===== config.mk =====
export PLATFORM = sky130hd
export DESIGN_NAME = load_store_unit
export DESIGN_NICKNAME = d
export VERILOG_FILES = /design/src/rtl/load_store_unit.sv
export SDC_FILE = /design/constraint.sdc
export NUM_CORES = 1
export LEC_CHECK = 0
export BUFFER_PORTS_ARGS = -buffer_cell sky130_fd_sc_hd__buf_4
export CAP_MARGIN = 15
export CORE_MARGIN = 4
export CORE_UTILIZATION = 50
export CTS_CLUSTER_SIZE = 20
export DETAILED_ROUTE_END_ITERATION = 12
export PLACE_DENSITY_LB_ADDON = 0.3
export REMOVE_ABC_BUFFERS = 1
export SLEW_MARGIN = 25
export SYNTH_ARGS = -nofsm -noshare
export SYNTH_HDL_FRONTEND = slang
export SYNTH_SLANG_ARGS = --single-unit

===== constraint.sdc =====
create_clock -name clk -period 5.1 [get_ports clk]
set_input_delay 0 -clock clk [delete_from_list [all_inputs] [get_ports clk]]
set_output_delay 0 -clock clk [all_outputs]
set_load 0.05 [all_outputs]

===== src/rtl/load_store_unit.sv =====
// Load/store unit: turns one RISC-V load/store into one or two word-aligned
// memory beats with byte strobes, merging and extending split load data.
module load_store_unit #(
  parameter bit SPLIT_MISALIGNED = 1'b1
) (
  input  logic        clk,
  input  logic        rst,
  input  logic        req_valid_i,
  output logic        req_ready_o,
  input  logic        req_we_i,
  input  logic [2:0]  req_funct3_i,
  input  logic [31:0] req_addr_i,
  input  logic [31:0] req_wdata_i,
  output logic        resp_valid_o,
  output logic [31:0] resp_rdata_o,
  output logic        resp_err_o,
  output logic        mem_req_o,
  output logic        mem_we_o,
  output logic [31:0] mem_addr_o,
  output logic [3:0]  mem_wstrb_o,
  output logic [31:0] mem_wdata_o,
  input  logic        mem_gnt_i,
  input  logic        mem_rvalid_i,
  input  logic [31:0] mem_rdata_i
);

  typedef enum logic [2:0] {IDLE, REQ0, WAIT0, REQ1, WAIT1, RESP} state_e;

  state_e      state_q, state_d;
  logic        we_q, we_d, cross_q, cross_d, err_q, err_d;
  logic [2:0]  funct3_q, funct3_d;
  logic [1:0]  off_q, off_d;
  logic [31:0] rdata_q, rdata_d;
  logic [31:0] beat1Addr_q, beat1Addr_d, beat1Wdata_q, beat1Wdata_d;
  logic [3:0]  beat1Strb_q, beat1Strb_d;
  logic        memReq_q, memReq_d, memWe_q, memWe_d;
  logic [31:0] memAddr_q, memAddr_d, memWdata_q, memWdata_d;
  logic [3:0]  memWstrb_q, memWstrb_d;

  logic [2:0]  reqSize, reqEnd, hiShift;
  logic [3:0]  reqOnes;
  logic        reqCross, reqLegalOp, reqLegal;
  logic [7:0]  reqMask;
  logic [63:0] reqWide;
  logic [31:0] beat0Addr, loadResult;

  // Both beats are derived at acceptance: the upper half of the 64-bit
  // shifted mask/data is exactly what spills into the next word.
  always_comb begin
    reqSize = 3'd4;
    reqOnes = 4'b1111;
    case (req_funct3_i[1:0])
      2'b00:   begin reqSize = 3'd1; reqOnes = 4'b0001; end
      2'b01:   begin reqSize = 3'd2; reqOnes = 4'b0011; end
      default: ;
    endcase
    reqEnd   = {1'b0, req_addr_i[1:0]} + reqSize;
    reqCross = reqEnd > 3'd4;
    if (req_we_i) reqLegalOp = req_funct3_i inside {3'b000, 3'b001, 3'b010};
    else          reqLegalOp = req_funct3_i inside {3'b000, 3'b001, 3'b010, 3'b100, 3'b101};
    reqLegal  = reqLegalOp && (SPLIT_MISALIGNED || !reqCross);
    reqMask   = {4'b0000, reqOnes} << req_addr_i[1:0];
    reqWide   = {32'h0, req_wdata_i} << {req_addr_i[1:0], 3'b000};
    beat0Addr = {req_addr_i[31:2], 2'b00};
  end

  assign hiShift = 3'd4 - {1'b0, off_q};

  always_comb begin
    case (funct3_q)
      3'b000:  loadResult = {{24{rdata_q[7]}}, rdata_q[7:0]};
      3'b001:  loadResult = {{16{rdata_q[15]}}, rdata_q[15:0]};
      3'b100:  loadResult = {24'h0, rdata_q[7:0]};
      3'b101:  loadResult = {16'h0, rdata_q[15:0]};
      default: loadResult = rdata_q;
    endcase
  end

  always_comb begin
    state_d      = state_q;
    we_d         = we_q;
    cross_d      = cross_q;
    err_d        = err_q;
    funct3_d     = funct3_q;
    off_d        = off_q;
    rdata_d      = rdata_q;
    beat1Addr_d  = beat1Addr_q;
    beat1Wdata_d = beat1Wdata_q;
    beat1Strb_d  = beat1Strb_q;
    memReq_d     = memReq_q;
    memWe_d      = memWe_q;
    memAddr_d    = memAddr_q;
    memWdata_d   = memWdata_q;
    memWstrb_d   = memWstrb_q;
    case (state_q)
      IDLE: begin
        if (req_valid_i) begin
          we_d         = req_we_i;
          funct3_d     = req_funct3_i;
          off_d        = req_addr_i[1:0];
          cross_d      = reqCross;
          err_d        = !reqLegal;
          beat1Addr_d  = beat0Addr + 32'd4;
          beat1Wdata_d = reqWide[63:32];
          beat1Strb_d  = req_we_i ? reqMask[7:4] : 4'b0000;
          if (reqLegal) begin
            state_d    = REQ0;
            memReq_d   = 1'b1;
            memWe_d    = req_we_i;
            memAddr_d  = beat0Addr;
            memWstrb_d = req_we_i ? reqMask[3:0] : 4'b0000;
            memWdata_d = reqWide[31:0];
          end else begin
            state_d    = RESP;
          end
        end
      end
      REQ0: begin
        if (mem_gnt_i) begin
          memReq_d   = 1'b0;
          memWe_d    = 1'b0;
          memWstrb_d = 4'b0000;
          if (!we_q) begin
            state_d = WAIT0;
          end else if (cross_q) begin
            state_d    = REQ1;
            memReq_d   = 1'b1;
            memWe_d    = 1'b1;
            memAddr_d  = beat1Addr_q;
            memWstrb_d = beat1Strb_q;
            memWdata_d = beat1Wdata_q;
          end else begin
            state_d = RESP;
          end
        end
      end
      WAIT0: begin
        if (mem_rvalid_i) begin
          rdata_d = mem_rdata_i >> {off_q, 3'b000};
          if (cross_q) begin
            state_d    = REQ1;
            memReq_d   = 1'b1;
            memAddr_d  = beat1Addr_q;
            memWdata_d = beat1Wdata_q;
          end else begin
            state_d = RESP;
          end
        end
      end
      REQ1: begin
        if (mem_gnt_i) begin
          memReq_d   = 1'b0;
          memWe_d    = 1'b0;
          memWstrb_d = 4'b0000;
          state_d    = we_q ? RESP : WAIT1;
        end
      end
      WAIT1: begin
        if (mem_rvalid_i) begin
          rdata_d = rdata_q | (mem_rdata_i << {hiShift, 3'b000});
          state_d = RESP;
        end
      end
      RESP:    state_d = IDLE;
      default: state_d = IDLE;
    endcase
  end

  always_ff @(posedge clk or posedge rst) begin
    if (rst) begin
      state_q      <= IDLE;
      we_q         <= 1'b0;
      cross_q      <= 1'b0;
      err_q        <= 1'b0;
      funct3_q     <= 3'b000;
      off_q        <= 2'b00;
      rdata_q      <= 32'h0;
      beat1Addr_q  <= 32'h0;
      beat1Wdata_q <= 32'h0;
      beat1Strb_q  <= 4'b0000;
      memReq_q     <= 1'b0;
      memWe_q      <= 1'b0;
      memAddr_q    <= 32'h0;
      memWdata_q   <= 32'h0;
      memWstrb_q   <= 4'b0000;
    end else begin
      state_q      <= state_d;
      we_q         <= we_d;
      cross_q      <= cross_d;
      err_q        <= err_d;
      funct3_q     <= funct3_d;
      off_q        <= off_d;
      rdata_q      <= rdata_d;
      beat1Addr_q  <= beat1Addr_d;
      beat1Wdata_q <= beat1Wdata_d;
      beat1Strb_q  <= beat1Strb_d;
      memReq_q     <= memReq_d;
      memWe_q      <= memWe_d;
      memAddr_q    <= memAddr_d;
      memWdata_q   <= memWdata_d;
      memWstrb_q   <= memWstrb_d;
    end
  end

  assign req_ready_o  = state_q == IDLE;
  assign resp_valid_o = state_q == RESP;
  assign resp_err_o   = resp_valid_o && err_q;
  assign resp_rdata_o = (resp_valid_o && !err_q && !we_q) ? loadResult : 32'h0;
  assign mem_req_o    = memReq_q;
  assign mem_we_o     = memWe_q;
  assign mem_addr_o   = memAddr_q;
  assign mem_wstrb_o  = memWstrb_q;
  assign mem_wdata_o  = memWdata_q;

endmodule


==> summary.md, run 1 <==
| Metric | Value |
|---|---|
| Crit-path leading delay family | `buffers and inverters` |
| Setup bufs post-CTS | `0` |
| Flip-flop and latch area | `4200 µm²` |
| Mux cell area share after synthesis | `13.9%` |
| Final count of negative-setup-slack endpoints | `0` |
| Layout cell share with drive strength beyond 1 | `26.0%` |
| CP bufs+invs | `2` |
| Top Ports | `210` |
| Post-synthesis compound-gate area fraction | `between 15 and 20%` |
| CTS Buf Count | `17` |
| Vias in the first global route | `9,088` |
| Largest net degree at the start of global routing | `75` |
| Final Slew Violations | `0` |
| #FFs+latches synth | `between 150 and 200` |
| Area of the multi-input gates | `5240 µm²` |
| Synth Flop Type | `dfrtp_1` |
| GRT overflow | `0` |
| Clk_lat worst skew | `roughly 0.43 ns` |
| Sequential area share after synthesis | `42.3%` |
| Met1 WL | `~13 mm` |
| Core area | `19,500 µm²` |
| CTS tree | `built` |
| Port bufs | `207` |
| Hold buffer count at CTS | `85` |
| CP endpoint kind | `flop` |
| Final std cells w/o fill | `1,648` |
| Met3 Wirelength | `2.40 mm` |
| Clock Sinks | `168` |
| Global-route wire length before repair | `47.2 mm` |
| Maximum vdd ir drop | `531 µV` |
| ANT nets after route | `0` |
| H-tree depth | `4` |
| DR pass1 iterations | `5` |
| Main combinational cell family by area after synthesis | `simple AND/OR/NAND/NOR gates` |
| Synth Area in Adders | `less than 1%` |
| Min-delay worst type | `input port to flop` |
| Total Power | `8.27 mW` |
| Via density | `roughly 5.6` |
| Die extent in x | `149 µm` |
| Post-route DRC | `0` |
| Tcrit/Tclk final | `between 80% and 90%` |
| Reg clk slew, reported paths | `~0.07 ns` |
| Synthesized cell area | `9930 µm²` |
| Syn_area_per_cell | `8.78 µm²` |
| Ys async rst share | `100%` |
| Simple-gate share of the synthesized area | `19.1%` |
| Chip Height | `between 100 and 150 µm` |
| Final Cell Area | `13,000 µm²` |
| GP Congestion | `0.905` |
| Synth Warn # | `0` |
| CP max-delay cell | `ha_1` |
| Leakage | `6.31 nW` |
| Met2 routed wirelength | `13.5 mm` |
| Total Neg Setup Slack | `0 ns` |
| Clock skew | `0.0131 ns` |
| Commonest non-fill, non-tap cells in the layout | `260 x nand2_1, 218 x buf_4, 168 x dfrtp_1` |
| Most common cell after layout, fill and taps aside | `nand2_1` |
| Type of element launching the critical path | `flop` |
| Status | `completed` |
| Dpl cells | `1,530` |
| Unrepaired setup endpoints after global routing | `false` |
| Total GRT Usage | `26.3%` |
| Tightest Pin Transition | `0.936 ns` |
| Iteration-0 DRC Markers | `677` |
| Slew HR | `roughly 37%` |
| Final Hold Fails | `0` |
| Initial antenna violation count | `0` |
| FMAX | `242 MHz` |
| Initial core utilization | `roughly half` |
| Distinct cells, synth | `between 50 and 60` |
| Routed WL | `about 30 mm` |
| Wirelength per Cell | `17.7 µm` |
| Pwr Density | `638 nW/µm²` |
| Rows | `51` |
| Highest Signal Layer | `met4` |
| Die area | `22,200 µm²` |
| Syn Inst Count | `1,131` |
| Layout area overhead | `30.6%` |
| Inserted Diodes | `0` |
| Worst Path Max Fanout | `24` |
| Cts repair resizes | `0` |
| Vias | `9,252` |
| Max Cap Viol | `0` |
| Worst endpoint required time | `5.41 ns` |
| HPWL Detailed | `19.0 mm` |
| Post-DP Area | `11,500 µm²` |
| CTS max path bufs | `2` |
| FILL cells | `1,617` |
| Crit-path cells | `inv_1, ha_1, o21a_1, nand2b_1, a21oi_1, a2bb2oi_1, dlygate4sd3_1` |
| Worst path max stage delay | `roughly 0.94 ns` |
| Nets@finish | `1,480` |
| Clock root buffer | `clkbuf_16` |
| Fin crit period | `~4.1 ns` |
| Critical path type | `flop to flop` |
| Post-synth EDFFs | `0` |
| Crit path DAT | `approximately 4.5 ns` |
| Xor and xnor area share after synthesis | `2.65%` |
[per-layer routing]
metal	track usage [%]	vias up
met1	36.2	4419
li1	-	4369
met2	41.3	419
met4	8.56	0
met3	6.02	45
met5	0	-
[final cells by class]
cell class | instances | area share, %
multi-input combinational | 849 | 40.4
timing repair buffer | 304 | 19.3
clock inverter | 12 | 0.907
clock buffer | 20 | 3.52
sequential | 168 | 32.4
inverter | 30 | 0.907
tap | 265 | 2.56
[sequential cells by signal, summed over array words and instances (netlist names)]
signal        flops
mem_wdata_o      32
rdata_q          32
beat1Addr_q      30
mem_addr_o       30
beat1Wdata_q     24
mem_wstrb_o       4
beat1Strb_q       3
funct3_q          3
state_q           3
off_q             2
cross_q           1
err_q             1
mem_req_o         1
mem_we_o          1
we_q              1
[tightest hold or removal path, cell delays in order]
cell and delay [ns]:
buf_4 0.11, a211o_1 0.12, a31oi_1 0.08, nor2_1 0.09
[path summary, 6_finish.rpt]
kind | startpoint | end | slack (ns) | cells after the start
max | off_q[1] | rdata_q[2] | 0.96 | 7
min | mem_rdata_i[23] | rdata_q[31] | 0.01 | 4
max reg2reg | off_q[1] | rdata_q[2] | 0.96 | 7
min reg2reg | beat1Wdata_q[4] | beat1Wdata_q[4] | 0.47 | 2
max in group asynchronous | rst | beat1Addr_q[22] | 3.67 | 4
min in group asynchronous | rst | rdata_q[25] | 0.27 | 3
[power breakdown]
part	leakage, nW	total, mW	switching, mW	internal [mW]
Sequential	2.04	2.43	0.472	1.96
Clock	0.275	1.28	0.570	0.706
Combinational	3.99	4.57	2.79	1.77
Total	6.31	8.27	3.84	4.44
[kinds of logic (layout without fill, tap and decap cells)]
group	count (synthesis)	count (layout)
AND/OR/NAND/NOR	441	441
AO/OA/AOI/OAI	266	266
flip-flops	168	168
buffers and inverters	115	366
multiplexers	105	105
XOR/XNOR	30	30
adder cells (fa/ha/maj)	5	5
other	1	2
[cell usage after synthesis (7+ instances only)]
cell	n	share of area, %
a211oi_1	18	1.4
a21oi_1	112	5.6
a2bb2oi_1	9	0.79
a31o_2	8	0.71
and2_1	9	0.57
and3_1	7	0.44
buf_2	22	1.1
buf_6	7	0.79
clkbuf_1	46	1.7
dfrtp_1	168	42
inv_1	30	1.1
mux2_2	29	3.3
mux2_4	59	8.9
mux2i_1	17	1.7
nand2_1	261	9.9
nand3_1	49	2.5
nand4_1	9	0.57
nor2_1	67	2.5
nor2b_1	13	0.82
nor3_1	9	0.45
o21ai_0	66	3.3
o22a_1	8	0.71
o22ai_1	7	0.44
o31ai_1	8	0.60
xnor2_1	10	0.88
xor2_1	20	1.8
[stage by stage]
stage	hold WS [ns]	util [%]	setup slack (ns)
final	0.0147	66.4	0.961
after global routing	0.0182	66.4	0.794
after CTS	0.000728	66.3	1.06
after detailed placement	0.177	59.0	1.57
after global placement	0.172	59.0	1.59
after floorplan	0.105	-	0.553
Power figures use the tool's default switching activity.
==> run 2: changes to the inputs <==
==> constraint.sdc (replaced) <==
create_clock -name clk -period 3.77 [get_ports clk]
set_input_delay 0 -clock clk [delete_from_list [all_inputs] [get_ports clk]]
set_output_delay 0 -clock clk [all_outputs]
set_load 0.05 [all_outputs]
==> run 2 against run 1 <==
Hold slack improved by 0.0059 ns; clock-buffer cell count shrank 2; critical path depth is 1 higher; combinational power rose by 37%; flip-flop and latch count unchanged; fmax up 24%; clock power grew 34%; core utilization grew 0.69 points; register-to-register slack got worse by 0.52 ns; setup slack lost 0.52 ns; global-route usage up 0.51 points; non-clock buffer count increased by 12.
==> summary.md, run 2 (synthesis gave the netlist of run 1 again) <==
| Metric | Value |
|---|---|
| Die area | `22,200 µm²` |
| Via density | `5.62` |
| FMAX | `300 MHz` |
| GRT overflow | `0` |
| Final WS setup | `0.439 ns` |
| Slew HR | `39.8%` |
| Leakage | `6.37 nW` |
| GR peak layer | `met2` |
| Largest net degree at the start of global routing | `92` |
| Maximum vdd ir drop | `between 500 and 600 µV` |
| Core area | `19,500 µm²` |
| Dpl ws | `0.981 ns` |
| Final Hold Fails | `0` |
| Flip-flop and latch area | `4200 µm²` |
| Iteration-0 DRC Markers | `690` |
| Chip Height | `about 150 µm` |
| DR pass1 iterations | `7` |
| Status | `completed` |
| Hold buffer count at CTS | `93` |
| Final Slew Violations | `0` |
| Total Neg Setup Slack | `0 ns` |
| Layout area overhead | `32.0%` |
| HPWL Detailed | `19.6 mm` |
| CP endpoint kind | `flop` |
| Top Ports | `210` |
| Max Cap Viol | `0` |
| Final count of negative-setup-slack endpoints | `0` |
| GRT met2 Usage | `42.4%` |
| Rows | `51` |
| Commonest non-fill, non-tap cells in the layout | `260 x nand2_1, 219 x buf_4, 168 x dfrtp_1` |
| Fin crit period | `3.33 ns` |
| Die extent in x | `149 µm` |
| Post-route DRC | `0` |
| CTS Buf Count | `17` |
| Clock Sinks | `around 170` |
| Global-route wire length before repair | `48.1 mm` |
| Unrepaired setup endpoints after global routing | `false` |
| GP Congestion | `0.931` |
| Reg clk slew, reported paths | `0.07 ns` |
| Setup bufs post-CTS | `0` |
| Min-delay worst type | `input port to flop` |
| Port bufs | `207` |
| Total GRT Usage | `26.8%` |
| Nets@finish | `1,492` |
| Clk_lat worst skew | `about 0.43 ns` |
| CTS tree | `built` |
| Pwr Density | `about 860 nW/µm²` |
| Area of the multi-input gates | `5230 µm²` |
| Met3 Track Usage GR | `5.29%` |
| FILL cells | `1,582` |
| Vias | `between 9,000 and 10,000` |
| Vias in the first global route | `about 9,000` |
| Clock skew | `around 0.01 ns` |
| H-tree depth | `4` |
| Worst endpoint required time | `4.13 ns` |
| Critical path type | `flop to flop` |
| Layout cell share with drive strength beyond 1 | `26.0%` |
| Worst Path Max Fanout | `24` |
| Cts repair resizes | `0` |
| Clock root buffer | `clkbuf_16` |
| Most common cell after layout, fill and taps aside | `nand2_1` |
| Crit path DAT | `about 3.7 ns` |
| Tcrit/Tclk final | `88.4%` |
| Tightest Pin Transition | `0.900 ns` |
| Initial core utilization | `~51%` |
| Type of element launching the critical path | `flop` |
| Routed WL | `~30 mm` |
| ANT nets after route | `0` |
| Initial antenna violation count | `1` |
| Wirelength per Cell | `17.9 µm` |
| CTS max path bufs | `2` |
| M1 GR Usage | `37.1%` |
## run 2: cell count changes in the layout (fill, tap and decap cells not counted), moves of 2 or more
cell | before | now
dlygate4sd3_1 | 85 | 93
buf_12 | 1 | 4
inv_8 | 1 | 5
inv_6 | 3 | 6
clkinv_4 | 3 | 1
## run 2: cell type report
class | instances | share of cell area (%)
inverters | 30 | 0.897
multi-input cells | 849 | 39.9
diodes | 1 | 0.0191
clock inverters | 14 | 0.983
repair buffers | 316 | 20.3
flip-flops and latches | 168 | 32.1
well taps | 265 | 2.53
clock buffers | 18 | 3.35
## run 2: worst max-delay path, stage by stage, from the launching register on
cell and delay, ns:
dfrtp_1 0.78, inv_1 0.09, buf_4 0.24, ha_1 0.37, o21a_1 0.30, nand2b_1 0.48, a21oi_1 0.26, a2bb2oi_1 0.17
dlygate4sd3_1 0.57
## run 2: routing by layer
layer  part of all wire, %  up-vias
li1                      -     4389
met1                    43     4465
met2                    46      443
met3                   8.4       46
met4                   2.2        0
met5                     0        -
## run 2: metrics by stage
stage	cells	total power, mW	instance area, µm²	utilization, %	hold slack, ns
6_report	1661	11.3	13100	67.1	0.0205
5_1_grt	1661	12.0	13100	67.1	0.00374
4_1_cts	1660	11.3	13100	67.1	0.00413
3_5_place_dp	1535	9.42	11600	59.4	0.211
3_3_place_gp	1535	9.29	11600	59.4	0.215
2_1_floorplan	1047	7.65	9530	-	0.105
## run 2: report_power, final
part | switching [mW] | total [mW] | internal, mW
Clock | 0.820 | 1.71 | 0.894
Combinational | 3.80 | 6.27 | 2.48
Sequential | 0.645 | 3.30 | 2.65
## run 2: worst paths after layout
check	end	slack (ns)	cells past startpoint	from
max reg2reg	rdata_q[5]	0.44	8	off_q[1]
min in group asynchronous	rdata_q[28]	0.29	3	rst
min	rdata_q[6]	0.02	4	mem_rdata_i[14]
min reg2reg	beat1Wdata_q[8]	0.47	2	beat1Wdata_q[8]
max in group asynchronous	beat1Wdata_q[8]	2.57	4	rst
max	rdata_q[5]	0.44	8	off_q[1]
==> run 3: changes to the inputs <==
--- a/config.mk
+++ b/config.mk
@@ -5,12 +5,12 @@
 export SDC_FILE = /design/constraint.sdc
 export NUM_CORES = 1
 export LEC_CHECK = 0
-export BUFFER_PORTS_ARGS = -buffer_cell sky130_fd_sc_hd__buf_4
 export CAP_MARGIN = 15
 export CORE_MARGIN = 4
 export CORE_UTILIZATION = 50
 export CTS_CLUSTER_SIZE = 20
 export DETAILED_ROUTE_END_ITERATION = 12
+export DONT_BUFFER_PORTS = 1
 export PLACE_DENSITY_LB_ADDON = 0.3
 export REMOVE_ABC_BUFFERS = 1
 export SLEW_MARGIN = 25
==> run 3 against run 2 <==
Critical path type unchanged; global-route usage rose by 0.71 points; via count fell by 4.0%; routed wire length rose by 2.9%; clock skew rose by 0.0019 ns; die area did not move; cell count fell by 7.4%; fmax rose by 3.8%; setup slack improved by 0.12 ns; final area fell by 5.6%; clock-buffer cell count rose by 3; sequential share of layout area rose by 1.9 points; non-clock buffer count fell by 124.
==> summary.md, run 3 (synthesis gave the netlist of run 1 again) <==
| Metric | Value |
|---|---|
| Status | `completed` |
| CTS max path bufs | `2` |
| FMAX | `just over 300 MHz` |
| Final Slew Violations | `0` |
| Fin crit period | `3.21 ns` |
| Layout area overhead | `24.5%` |
| Setup slack, reg-to-reg | `0.56 ns` |
| Top Ports | `210` |
| Rows | `51` |
| Cts repair resizes | `0` |
| Vias | `about 9,000` |
| Min-delay worst type | `input port to flop` |
| Setup crit start | `state_q[2]` |
| Die area | `roughly 22,000 µm²` |
| Via density | `5.83` |
| DR pass1 iterations | `5` |
| Maximum vdd ir drop | `roughly 520 µV` |
| GP Congestion | `approximately 0.90` |
| CTS tree | `built` |
| GRT overflow | `0` |
| Reg clk slew, reported paths | `around 0.07 ns` |
| Crit-path cells | `nor3b_2, buf_4, o21a_1, nand2b_1, a21oi_1, o22a_1, dlygate4sd3_1` |
| Tcrit/Tclk final | `between 80% and 90%` |
| HPWL Detailed | `18.0 mm` |
| Slew HR | `between 20 and 30%` |
| Type of element launching the critical path | `flop` |
| Nets@finish | `1,368` |
| Chip Height | `149 µm` |
| Port bufs | `0` |
| Clock Sinks | `168` |
| CP max-delay cell | `dfrtp_1` |
| Wirelength per Cell | `slightly below 20 µm` |
| FILL cells | `between 1,500 and 2,000` |
| Fin util | `63.3%` |
| CP endpoint kind | `flop` |
| GR peak layer | `met2` |
| M1 GR Usage | `35.6%` |
| Initial antenna violation count | `2` |
| Core area | `19,500 µm²` |
| Worst endpoint required time | `slightly above 4 ns` |
| Routed WL | `30.6 mm` |
| Layout cell share with drive strength beyond 1 | `14.2%` |
| Worst Path Max Fanout | `23` |
| GRT met2 Usage | `44.0%` |
| Final count of negative-setup-slack endpoints | `0` |
| Global-route wire length before repair | `49.1 mm` |
| Vias in the first global route | `9,227` |
| Worst path max stage delay | `0.70 ns` |
| Reg2Reg Depth | `7` |
| Max Cap Viol | `0` |
| Critical path type | `flop to flop` |
| ANT nets after route | `0` |
| Clock root buffer | `clkbuf_16` |
| Crit path DAT | `roughly 3.5 ns` |
| Iteration-0 DRC Markers | `648` |
| Post-route DRC | `0` |
| Pwr Density | `887 nW/µm²` |
| CTS Buf Count | `17` |
| Met3 Track Usage GR | `8.30%` |
| Reg2Reg Launch Point | `state_q[2]` |
| Total GRT Usage | `around 27%` |
| CP Capture Point | `rdata_q[8]` |
| Clock skew | `between 0.01 and 0.015 ns` |
| Most common cell after layout, fill and taps aside | `nand2_1` |
| Unrepaired setup endpoints after global routing | `false` |
| Reg2reg end | `rdata_q[8]` |
| Final WS setup | `0.559 ns` |
| Final Hold Fails | `0` |
| Leakage | `5.69 nW` |
| Initial core utilization | `between 50% and 60%` |
| Dpl ws | `1.14 ns` |
| Tightest Pin Transition | `about 1.1 ns` |
| Largest net degree at the start of global routing | `97` |
| Die extent in x | `149 µm` |
| Commonest non-fill, non-tap cells in the layout | `260 x nand2_1, 168 x dfrtp_1, 152 x dlygate4sd3_1` |
| Clk_lat worst skew | `0.42 ns` |
| H-tree depth | `4` |
## run 3: cell count changes in the layout (fill, tap and decap cells not counted), moves of 2 or more
cell	delta
clkbuf_1	+2
inv_8	-4
dlygate4sd3_1	+59
buf_4	-185
## run 3: area by class of cell
class	count	area, µm²	area share (%)
multi-input cells	849	5230	42.3
flip-flops and latches	168	4200	34.0
repair buffers	192	1900	15.4
clock buffers	21	460	3.72
well taps	265	332	2.68
inverters	30	118	0.951
clock inverters	11	113	0.910
diodes	2	5.00	0.0405
## run 3: stage by stage
step / setup TNS, ns / area, µm² / hold WS, ns / power (mW) / std cells
2_1_floorplan: -134.13 / 9530 / 0.105 / 7.65 / 1047
3_3_place_gp: 0 / 10200 / 0.0302 / 8.62 / 1350
3_5_place_dp: 0 / 10200 / 0.0358 / 8.76 / 1351
4_1_cts: 0 / 12400 / 0.00106 / 10.9 / 1536
5_1_grt: 0 / 12400 / 0.0213 / 11.6 / 1538
6_report: 0 / 12400 / 0.0108 / 11.0 / 1538
## run 3: worst min path at each step
| stage | from | end | slack [ns] | depth (start not counted) |
|---|---|---|---|---|
| after floorplan | req_funct3_i[0] | funct3_q[0] | 0.11 | 2 |
| after global placement | rst | rdata_q[29] | 0.03 | 1 |
| after detailed placement | rst | rdata_q[29] | 0.04 | 1 |
| after CTS | req_addr_i[0] | mem_wdata_o[14] | 0.001 | 3 |
| after global routing | req_addr_i[1] | beat1Wdata_q[4] | 0.02 | 4 |
| final | req_addr_i[12] | beat1Addr_q[13] | 0.01 | 4 |
## run 3: what timing repair did
item	in CTS	in global routing
hold buffers	153	0
hold endpoints to repair	239	0
buffers inserted	0	0
## run 3: per-layer routing
layer / share of wire, % / vias up
met5: 0 / -
met4: 2.4 / 0
met3: 11 / 59
met2: 47 / 475
met1: 40 / 4293
li1: - / 4144
## run 3: critical path, delay by kind of cell (launching register included)
family	cells	cell delay (ns)
AND/OR/NAND/NOR	2	0.89
flip-flops	1	0.70
AO/OA/AOI/OAI	3	0.65
buffers and inverters	2	0.84
## run 3: power breakdown
part / total (mW) / switching, mW / internal (mW)
registers: 4.53 / 1.90 / 2.62
clock network: 1.73 / 0.773 / 0.959
logic: 4.71 / 2.50 / 2.21
total: 11.0 / 5.17 / 5.80
